### config.mk
export PLATFORM = sky130hd
export DESIGN_NAME = dest_track_pipe
export DESIGN_NICKNAME = d
export VERILOG_FILES = /design/src/rtl/dest_track_pipe_pkg.sv /design/src/rtl/dest_track_pipe_hazard_cmp.sv /design/src/rtl/dest_track_pipe.sv
export SDC_FILE = /design/constraint.sdc
export NUM_CORES = 1
export LEC_CHECK = 0
export ABC_AREA = 1
export BUFFER_PORTS_ARGS = -buffer_cell sky130_fd_sc_hd__buf_2
export CAP_MARGIN = 40
export CORE_MARGIN = 5
export CORE_UTILIZATION = 30
export CTS_BUF_LIST = sky130_fd_sc_hd__clkbuf_4 sky130_fd_sc_hd__clkbuf_8 sky130_fd_sc_hd__clkbuf_16
export DETAILED_ROUTE_END_ITERATION = 7
export PLACE_DENSITY_LB_ADDON = 0.12
export SLEW_MARGIN = 25
export SYNTH_ARGS = -nofsm -noshare
export SYNTH_HDL_FRONTEND = slang
export SYNTH_HIERARCHICAL = 1
export SYNTH_SLANG_ARGS = --single-unit
### constraint.sdc
create_clock -name clk -period 2.4 [get_ports clk]
set_input_delay 0.48 -clock clk [delete_from_list [all_inputs] [get_ports clk]]
set_output_delay 0.48 -clock clk [all_outputs]
set_load 0.01 [all_outputs]
### src/rtl/dest_track_pipe_pkg.sv
// Shared definitions for the destination-tracking pipeline.
//   REG_W_DEF / CNT_W_DEF : default register-index and stall-counter widths
//   stage_t               : per-stage record {dest, wb_en, mem_r_en}
//   BUBBLE                : empty stage (no write, no load)
//   mk_stage              : builds a stage record from ID fields
package dest_track_pipe_pkg;

  localparam int REG_W_DEF = 5;
  localparam int CNT_W_DEF = 16;

  typedef struct packed {
    logic [REG_W_DEF-1:0] dest;
    logic                 wb_en;
    logic                 mem_r_en;
  } stage_t;

  localparam stage_t BUBBLE = '0;

  function automatic stage_t mk_stage(input logic [REG_W_DEF-1:0] dest,
                                      input logic wb_en,
                                      input logic mem_r_en);
    stage_t s;
    s.dest     = dest;
    s.wb_en    = wb_en;
    s.mem_r_en = mem_r_en;
    return s;
  endfunction

endpackage

### src/rtl/dest_track_pipe_hazard_cmp.sv
// Combinational read-after-write comparator. Compares the ID sources against
// two older-stage destinations, each qualified by its own enable. The caller
// picks the enables, so one instance serves both forwarding modes.
//   src1_i, src2_i : ID source registers
//   two_src_i      : src2_i is really read
//   dest_a_i/en_a_i, dest_b_i/en_b_i : candidate producers and their enables
//   raw_o          : at least one source matches an enabled producer
module dest_track_pipe_hazard_cmp
  import dest_track_pipe_pkg::*;
#(
  parameter int REG_W     = REG_W_DEF,
  parameter bit IGNORE_R0 = 1'b0
) (
  input  logic [REG_W-1:0] src1_i,
  input  logic [REG_W-1:0] src2_i,
  input  logic             two_src_i,
  input  logic [REG_W-1:0] dest_a_i,
  input  logic             en_a_i,
  input  logic [REG_W-1:0] dest_b_i,
  input  logic             en_b_i,
  output logic             raw_o
);

  function automatic logic match(input logic [REG_W-1:0] s,
                                 input logic [REG_W-1:0] d,
                                 input logic en);
    return en && (s == d) && !(IGNORE_R0 && (s == '0));
  endfunction

  logic hit_src1;
  logic hit_src2;

  always_comb begin
    hit_src1 = match(src1_i, dest_a_i, en_a_i) | match(src1_i, dest_b_i, en_b_i);
    hit_src2 = match(src2_i, dest_a_i, en_a_i) | match(src2_i, dest_b_i, en_b_i);
    raw_o    = hit_src1 | (two_src_i & hit_src2);
  end

endmodule

### src/rtl/dest_track_pipe.sv
// Producer side of the forwarding interface. Carries the destination register
// and write/load flags of each issued instruction through EXE, MEM and WB,
// raises hazard_stall for RAW hazards forwarding cannot cover, and counts
// stall cycles (saturating).
//   clk, rst (async, active-low)
//   id_*              : ID-stage instruction fields
//   forward_en        : forwarding active (only load-use stalls remain)
//   mem_freeze        : hold EXE/MEM/WB and the stall counter
//   flush             : discard the ID instruction
//   Dest_*/WB_EN_*/MEM_R_EN_* : per-stage values for the forwarding detector
//   hazard_stall      : combinational stall request toward IF/ID
//   stall_cnt         : saturating count of non-frozen stall cycles
// The stage record width is fixed by the shared package, so REG_W must stay
// at REG_W_DEF.
module dest_track_pipe
  import dest_track_pipe_pkg::*;
#(
  parameter int REG_W     = REG_W_DEF,
  parameter int CNT_W     = CNT_W_DEF,
  parameter bit IGNORE_R0 = 1'b0
) (
  input  logic             clk,
  input  logic             rst,
  input  logic             id_valid,
  input  logic [REG_W-1:0] id_dest,
  input  logic             id_wb_en,
  input  logic             id_mem_r_en,
  input  logic [REG_W-1:0] id_src1,
  input  logic [REG_W-1:0] id_src2,
  input  logic             id_two_src,
  input  logic             forward_en,
  input  logic             mem_freeze,
  input  logic             flush,
  output logic [REG_W-1:0] Dest_EXE,
  output logic [REG_W-1:0] Dest_MEM,
  output logic [REG_W-1:0] Dest_WB,
  output logic             WB_EN_EXE,
  output logic             WB_EN_MEM,
  output logic             WB_EN_WB,
  output logic             MEM_R_EN_EXE,
  output logic             MEM_R_EN_MEM,
  output logic             hazard_stall,
  output logic [CNT_W-1:0] stall_cnt
);

  stage_t             exe_q, exe_d;
  stage_t             mem_q, mem_d;
  logic [REG_W-1:0]   wb_dest_q, wb_dest_d;
  logic               wb_en_q, wb_en_d;
  logic [CNT_W-1:0]   cnt_q, cnt_d;

  logic               en_exe;
  logic               en_mem;
  logic               raw_hazard;

  // With forwarding only a load in EXE is uncoverable; without it any
  // writer in EXE or MEM is. WB is never a hazard (write-before-read RF).
  assign en_exe = exe_q.wb_en & (exe_q.mem_r_en | ~forward_en);
  assign en_mem = mem_q.wb_en & ~forward_en;

  dest_track_pipe_hazard_cmp #(
    .REG_W     (REG_W),
    .IGNORE_R0 (IGNORE_R0)
  ) u_hazard_cmp (
    .src1_i    (id_src1),
    .src2_i    (id_src2),
    .two_src_i (id_two_src),
    .dest_a_i  (exe_q.dest),
    .en_a_i    (en_exe),
    .dest_b_i  (mem_q.dest),
    .en_b_i    (en_mem),
    .raw_o     (raw_hazard)
  );

  always_comb begin
    hazard_stall = raw_hazard & id_valid & ~flush;
    exe_d        = exe_q;
    mem_d        = mem_q;
    wb_dest_d    = wb_dest_q;
    wb_en_d      = wb_en_q;
    cnt_d        = cnt_q;
    if (!mem_freeze) begin
      if (hazard_stall || flush || !id_valid) begin
        exe_d = BUBBLE;
      end else begin
        exe_d = mk_stage(id_dest, id_wb_en, id_mem_r_en);
      end
      mem_d     = exe_q;
      wb_dest_d = mem_q.dest;
      wb_en_d   = mem_q.wb_en;
      if (hazard_stall && (cnt_q != '1)) begin
        cnt_d = cnt_q + CNT_W'(1);
      end
    end
  end

  always_ff @(posedge clk or negedge rst) begin
    if (!rst) begin
      exe_q     <= BUBBLE;
      mem_q     <= BUBBLE;
      wb_dest_q <= '0;
      wb_en_q   <= 1'b0;
      cnt_q     <= '0;
    end else begin
      exe_q     <= exe_d;
      mem_q     <= mem_d;
      wb_dest_q <= wb_dest_d;
      wb_en_q   <= wb_en_d;
      cnt_q     <= cnt_d;
    end
  end

  assign Dest_EXE     = exe_q.dest;
  assign Dest_MEM     = mem_q.dest;
  assign Dest_WB      = wb_dest_q;
  assign WB_EN_EXE    = exe_q.wb_en;
  assign WB_EN_MEM    = mem_q.wb_en;
  assign WB_EN_WB     = wb_en_q;
  assign MEM_R_EN_EXE = exe_q.mem_r_en;
  assign MEM_R_EN_MEM = mem_q.mem_r_en;
  assign stall_cnt    = cnt_q;

endmodule

* Word-level counts from Yosys, hierarchy flattened
Index checks and enable logic that the tools add are counted.
Widths: inputs -> output; s select.
** Cells by class
- Equality and inequality tests :: 5
- Order comparisons :: 0
- Multiplexer cells :: 1
- Reduce and logical (&&, ||, !) cells :: 9
- Bitwise gates (word level) :: 12
- Shifts and indexed selects :: 0
- Add/subtract/negate cells :: 1
- Div/mod/pow operators :: 0
- $mul :: 0
** Operators with widths (count)
- $eq 5x5->1 :: 4
- $add 16x1->16 const B :: 1
- $ne 16x16->1 const B :: 1
- $mux 7 :: 1
- $and 1x1->1 :: 5
- $logic_and 1x1->1 :: 5
- $or 1x1->1 :: 4
- $not 1->1 :: 3
- $logic_or 1x1->1 :: 2
- $reduce_and 2->1 :: 1
- $logic_not 1->1 :: 1
** Storage, ports and cells
- Register bits :: 36
- Memory bits (read-only) :: 0
- Memories kept :: 0
- Latch bits :: 0
- Logic and storage cells :: 37
- Memory bits (writable) :: 0
- Input bits :: 24
- Output and inout bits :: 37

* Longest topological paths before layout
- Word-level depth :: 12
- Depth in mapped cells :: 16
- Mapped depth without buffers :: 15

* Modules after synthesis
The synthesis kept the hierarchy.
** Modules (own cells, without submodules)
- dest_track_pipe :: sequential area each 900.9 µm², area an instance 1784.2 µm², cells an instance 236, times used 1
- dest_track_pipe_hazard_cmp :: sequential area each 0.0 µm², area an instance 372.9 µm², cells an instance 97, times used 1

* Least setup slack after synthesis
No wires, ideal clock.
- Kind :: input to register
- Start :: input forward_en
- End :: register cnt_q[3] (netlist: stall_cnt[3])
- Buffers on the path :: 1
- Data arrival time :: 1.879 ns
- Setup slack :: 0.404 ns
- Data required time :: 2.283 ns
- Library setup time :: 0.117 ns
- Stages on the path :: 15
- Cells stage by stage :: a21oi_1 nand2_1 nor2_1 nand3_1 nand2_1 nand2_1 nand2_1 nand2_1 nor2_1 inv_1 nor2_4 buf_6 nand2_1 nand2_1 nand2_1
** Between the ends
- Word-level cells in the longest chain between the ends :: 11
- Elaborated cells between the ends (all ways) :: 16
- Those cells by class :: bitwise: 10; reduce/logical: 6
** RTL lines
- start, declared :: line dest_track_pipe.sv:31 : input logic forward_en,
- $not 1->1 * :: line dest_track_pipe.sv:58, dest_track_pipe.sv:59
- $or 1x1->1 :: line dest_track_pipe.sv:58 : assign en_exe = exe_q.wb_en & (exe_q.mem_r_en | ~forward_en);
- $and 1x1->1 :: line dest_track_pipe.sv:58
- $logic_and 1x1->1 :: line dest_track_pipe_hazard_cmp.sv:27 : return en && (s == d) && !(IGNORE_R0 && (s == '0));
- $or 1x1->1 :: line dest_track_pipe_hazard_cmp.sv:35 : hit_src2 = match(src2_i, dest_a_i, en_a_i) | match(src2_i, dest_b_i, en_b_i);
- $and 1x1->1 :: line dest_track_pipe_hazard_cmp.sv:36 : raw_o = hit_src1 | (two_src_i & hit_src2);
- $or 1x1->1 * :: line dest_track_pipe_hazard_cmp.sv:36
- named net raw_hazard :: line dest_track_pipe.sv:54 : logic raw_hazard;
- $and 1x1->1 * (2 in series) :: line dest_track_pipe.sv:76 : hazard_stall = raw_hazard & id_valid & ~flush;
- named net hazard_stall :: line dest_track_pipe.sv:42 : output logic hazard_stall,
- $logic_and 1x1->1 * :: line dest_track_pipe.sv:91 : if (hazard_stall && (cnt_q != '1)) begin
- $reduce_and 2->1 (no source line) *
- end signal, assigned :: line dest_track_pipe.sv:109 : cnt_q <= cnt_d;
- end, declared :: line dest_track_pipe.sv:50 : logic [CNT_W-1:0] cnt_q, cnt_d;
Mark *: on every way through the listed nets, which the timed path passes. The rest lies on a longest branch.
A chain may end at the register's enable or synchronous reset.

* Worst setup path after layout
- Start :: register mem_q (netlist bit WB_EN_MEM)
- End :: output hazard_stall
** Between the ends
- Word-level cells in the longest chain between the ends :: 7
- Elaborated cells between the ends (all ways) :: 9
- Those cells by class :: bitwise: 7; reduce/logical: 2
** RTL lines
- start, declared :: line dest_track_pipe.sv:47 : stage_t mem_q, mem_d;
- start signal, assigned :: line dest_track_pipe.sv:106 : mem_q <= mem_d;
- $and 1x1->1 * :: line dest_track_pipe.sv:59 : assign en_mem = mem_q.wb_en & ~forward_en;
- named net en_mem :: line dest_track_pipe.sv:53 : logic en_mem;
- $logic_and 1x1->1 :: line dest_track_pipe_hazard_cmp.sv:27
- $or 1x1->1 :: line dest_track_pipe_hazard_cmp.sv:35
- $and 1x1->1 :: line dest_track_pipe_hazard_cmp.sv:36
- $or 1x1->1 * :: line dest_track_pipe_hazard_cmp.sv:36
- named net raw_hazard :: line dest_track_pipe.sv:54
- $and 1x1->1 * (2 in series) :: line dest_track_pipe.sv:76
- end, declared :: line dest_track_pipe.sv:42
Marked as above.

==> flow_summary.toml <==
[global_routing]
grt_overflow_total = 0
grt_first_pass_wirelength_um = 9963
grt_start_max_net_pins = 29
antenna_found_initial = 0
grt_use_total = 0.1409
grt_pass1_vias = 2093

[finish]
layout.nets = 423
filler_cells_inserted = 824
antenna_cells = 0
drive_above_1_share = 0.2105
areaGrowthSynthToFinish_pct = 26.74
final_core_util = 0.3831
stdcell_area_mm2 = 0.002734

[placement]
place_area_mm2 = 0.002603
gpl_wtd_cong = 0.8333
place.port_buffers = 60
detailed_place_hpwl_um = 4652

[critical_path]
crit_path_start_kind = "flip-flop"
timing.critical_path.fanout_max = 3
path_common_cell = "sky130_fd_sc_hd__nand2_1"
cell_chain_critical_path = "inv_1 -> nor2_2 -> nand2_1 -> nor2_2 -> nand3_1 -> nand2_1 -> nand2_1 -> nand2_1 -> nand2_1 -> nor2_2 -> buf_6"
setup.worst_path.class = "flip-flop to primary output"
worst_setup_path_end_kind = "primary output"
critPathRequiredTime_ns = 1.92
highest_cell_delay_on_the_worst_timing_path_ns = 0.39
arrival_ns = 1.73
critPathSlowestCell = "sky130_fd_sc_hd__dfrtp_1"

[clocking]
tritoncts = "done"
numCtsBuffers = 5
clock_tree.buffer_depth = 2
clock_tree.htree_level_count = 2
post_cts_buffers = 0
clk_root_buffer_cell = "sky130_fd_sc_hd__clkbuf_8"
clk_sinks = 36
clkTransAtPathRegs_ns = 0.08
clk-insertion-delay-late_ns = 0.29

[die]
initial_utilization = 0.3022
rows = 31
die_h_um = 94.80
design.portCount = 61
die-area_mm2 = 0.008986
die_width_um = 94.80
placeable_area_mm2 = 0.007137

[synth]
mappedNetlistNets = 358
yosys.area.top_type_share = 0.4176
number_of_distinct_standard_cells_referenced_by_the_synthesized_netlist = 18
postSynthCellCount = 333
yosys.area.top_type = "sky130_fd_sc_hd__dfrtp_1"
synth-warning-count = 6
post_synth_main_area_contributors = "sky130_fd_sc_hd__dfrtp_1, sky130_fd_sc_hd__nand2_1, sky130_fd_sc_hd__nand3_1"
post_synth_instance_area_mm2 = 0.002157
sequential_cell_area_fraction_in_the_yosys_report = 0.4176
ys_ff_latch = 36
synthesis.area_per_instance_um2 = 6.478

[drt]
drt_pass1_iterations = 4
route.vias.total = 2183
route.antenna.remaining_nets = 0
drcViolationCount = 0
drt_wl_total_um = 5951
wire_per_inst_um = 11.95
routed_via_density = 4.384
first_iter_violations = 70

[timing]
max_slew.worst_pin.slew_ns = 0.7954
drv_slew = 0
setup-violations-final = 0
holdWs_ns = 0.04414
finalHoldViolCount = 0
layout_worst_path_cycle_share = 0.9213
worst_clock_skew_ns = 0.005163
grt_setup_unrepaired = "no"
period_minus_slack_ns = 2.211
tns_ns = 0
clock.fmax_mhz = 452.2
timing.slew.headroom = 0.4686

[power_and_ir_drop]
worst_ir_drop_vdd_mv = 0.2057
power_density_mw_per_mm2 = 504.7
total_leakage_power_nw = 1.455
post-layout-total-power_w = 0.001380

[job]
drv_cap = 0

[min_path]
worstHoldPathType = "input port to async pin"

[run_status]
run_status = "finished, final reports clean"
[power breakdown]
part / internal, W / switching (W)
sequential: 0.000632 / 0.0000272
clock: 0.000308 / 0.000235
combinational: 0.0000684 / 0.000109
total: 0.00101 / 0.000372
[synth_stat cells]
library cell / n
sky130_fd_sc_hd__inv_1: 44
sky130_fd_sc_hd__nand2_2: 2
sky130_fd_sc_hd__nor2_1: 35
sky130_fd_sc_hd__o21ai_0: 18
sky130_fd_sc_hd__nor2_4: 2
sky130_fd_sc_hd__nand2_1: 142
sky130_fd_sc_hd__dfrtp_1: 36
sky130_fd_sc_hd__nand3b_1: 2
sky130_fd_sc_hd__xor2_1: 2
sky130_fd_sc_hd__nor3b_1: 1
sky130_fd_sc_hd__clkbuf_1: 5
sky130_fd_sc_hd__a21oi_1: 1
sky130_fd_sc_hd__buf_6: 2
sky130_fd_sc_hd__nand3_1: 36
sky130_fd_sc_hd__nor2_2: 2
sky130_fd_sc_hd__ha_1: 1
sky130_fd_sc_hd__nand4_1: 1
sky130_fd_sc_hd__clkinv_1: 1
[placed cells by master (no fill, tap or decap)]
cell,count
sky130_fd_sc_hd__a21oi_2,1
sky130_fd_sc_hd__buf_12,2
sky130_fd_sc_hd__buf_2,59
sky130_fd_sc_hd__buf_4,3
sky130_fd_sc_hd__buf_6,1
sky130_fd_sc_hd__bufinv_16,1
sky130_fd_sc_hd__clkbuf_8,5
sky130_fd_sc_hd__clkinv_1,1
sky130_fd_sc_hd__clkinv_2,1
sky130_fd_sc_hd__clkinvlp_4,1
sky130_fd_sc_hd__dfrtp_1,36
sky130_fd_sc_hd__ha_1,1
sky130_fd_sc_hd__inv_1,44
sky130_fd_sc_hd__nand2_1,142
sky130_fd_sc_hd__nand2_2,2
sky130_fd_sc_hd__nand3_1,36
sky130_fd_sc_hd__nand3b_1,2
sky130_fd_sc_hd__nand4_1,1
sky130_fd_sc_hd__nor2_1,31
sky130_fd_sc_hd__nor2_2,6
sky130_fd_sc_hd__nor2_4,2
sky130_fd_sc_hd__nor3b_1,1
sky130_fd_sc_hd__o21ai_0,18
sky130_fd_sc_hd__xor2_1,2
[registers in the layout, summed over array words and instances (netlist names)]
name          flops
WB_EN_EXE         1
Dest_WB           5
stall_cnt        16
MEM_R_EN_MEM      1
Dest_MEM          5
WB_EN_WB          1
MEM_R_EN_EXE      1
WB_EN_MEM         1
Dest_EXE          5
[layout make-up]
cell class | instances | area, um^2 | share of cell area
clock buffers | 5 | 68.82 | 0.02517
multi-input cells | 245 | 1060 | 0.3876
well taps | 99 | 123.9 | 0.04531
clock inverters | 3 | 42.54 | 0.01556
flip-flops and latches | 36 | 900.9 | 0.3295
inverters | 45 | 168.9 | 0.06178
repair buffers | 65 | 369.1 | 0.1350
[routing by layer]
layer / track usage / wire (um)
met1: 0.1804 / 2820
met2: 0.2396 / 2793
met5: 0 / 0
met3: 0.03108 / 275
met4: 0.03606 / 63
[stage by stage]
stage,setup WS (ns),std cells
6_report,0.1888,498
5_1_grt,0.001766,498
4_1_cts,0.02645,498
3_5_place_dp,0.1135,490
3_3_place_gp,0.1736,489
2_1_floorplan,0.4039,333
[cell families (layout without fill, tap and decap cells)]
| kind of cell | count (synthesis) | after routing | share of synthesized area |
|---|---|---|---|
| flip-flops | 36 | 36 | 0.4176 |
| adder cells (fa/ha/maj) | 1 | 1 | 0.005800 |
| XOR/XNOR | 2 | 2 | 0.008122 |
| buffers and inverters | 52 | 118 | 0.09745 |
| AO/OA/AOI/OAI | 19 | 19 | 0.04408 |
| AND/OR/NAND/NOR | 223 | 223 | 0.4269 |
[critical path: cells and delay by family, from the launching register on]
kind | cells | cell delay [ns]
buf+inv | 2 | 0.22
flops | 1 | 0.39
simple gates | 9 | 0.83
[final timing paths]
check                                       startpoint                        to  slack, ns  cells past startpoint
max in group asynchronous                          rst     WB_EN_EXE$_DFFE_PN0N_       1.93                      2
min in group clk                            id_dest[3]   Dest_EXE[3]$_DFFE_PN0N_       0.44                      3
worst max-delay path             WB_EN_MEM$_DFFE_PN0N_              hazard_stall       0.19                     11
worst max register to register   WB_EN_MEM$_DFFE_PN0N_  stall_cnt[3]$_DFFE_PN0P_       0.40                     16
worst min-delay path                               rst  stall_cnt[9]$_DFFE_PN0P_       0.04                      1
worst min register to register  Dest_WB[2]$_DFFE_PN0N_    Dest_WB[2]$_DFFE_PN0N_       0.48                      2
[timing repair]
action | CTS | global route
gates resized for setup | 0 | 6
hold buffers | 0 | 0
endpoints found under the setup margin | 0 | 3
(Power assumes the default switching activity.)
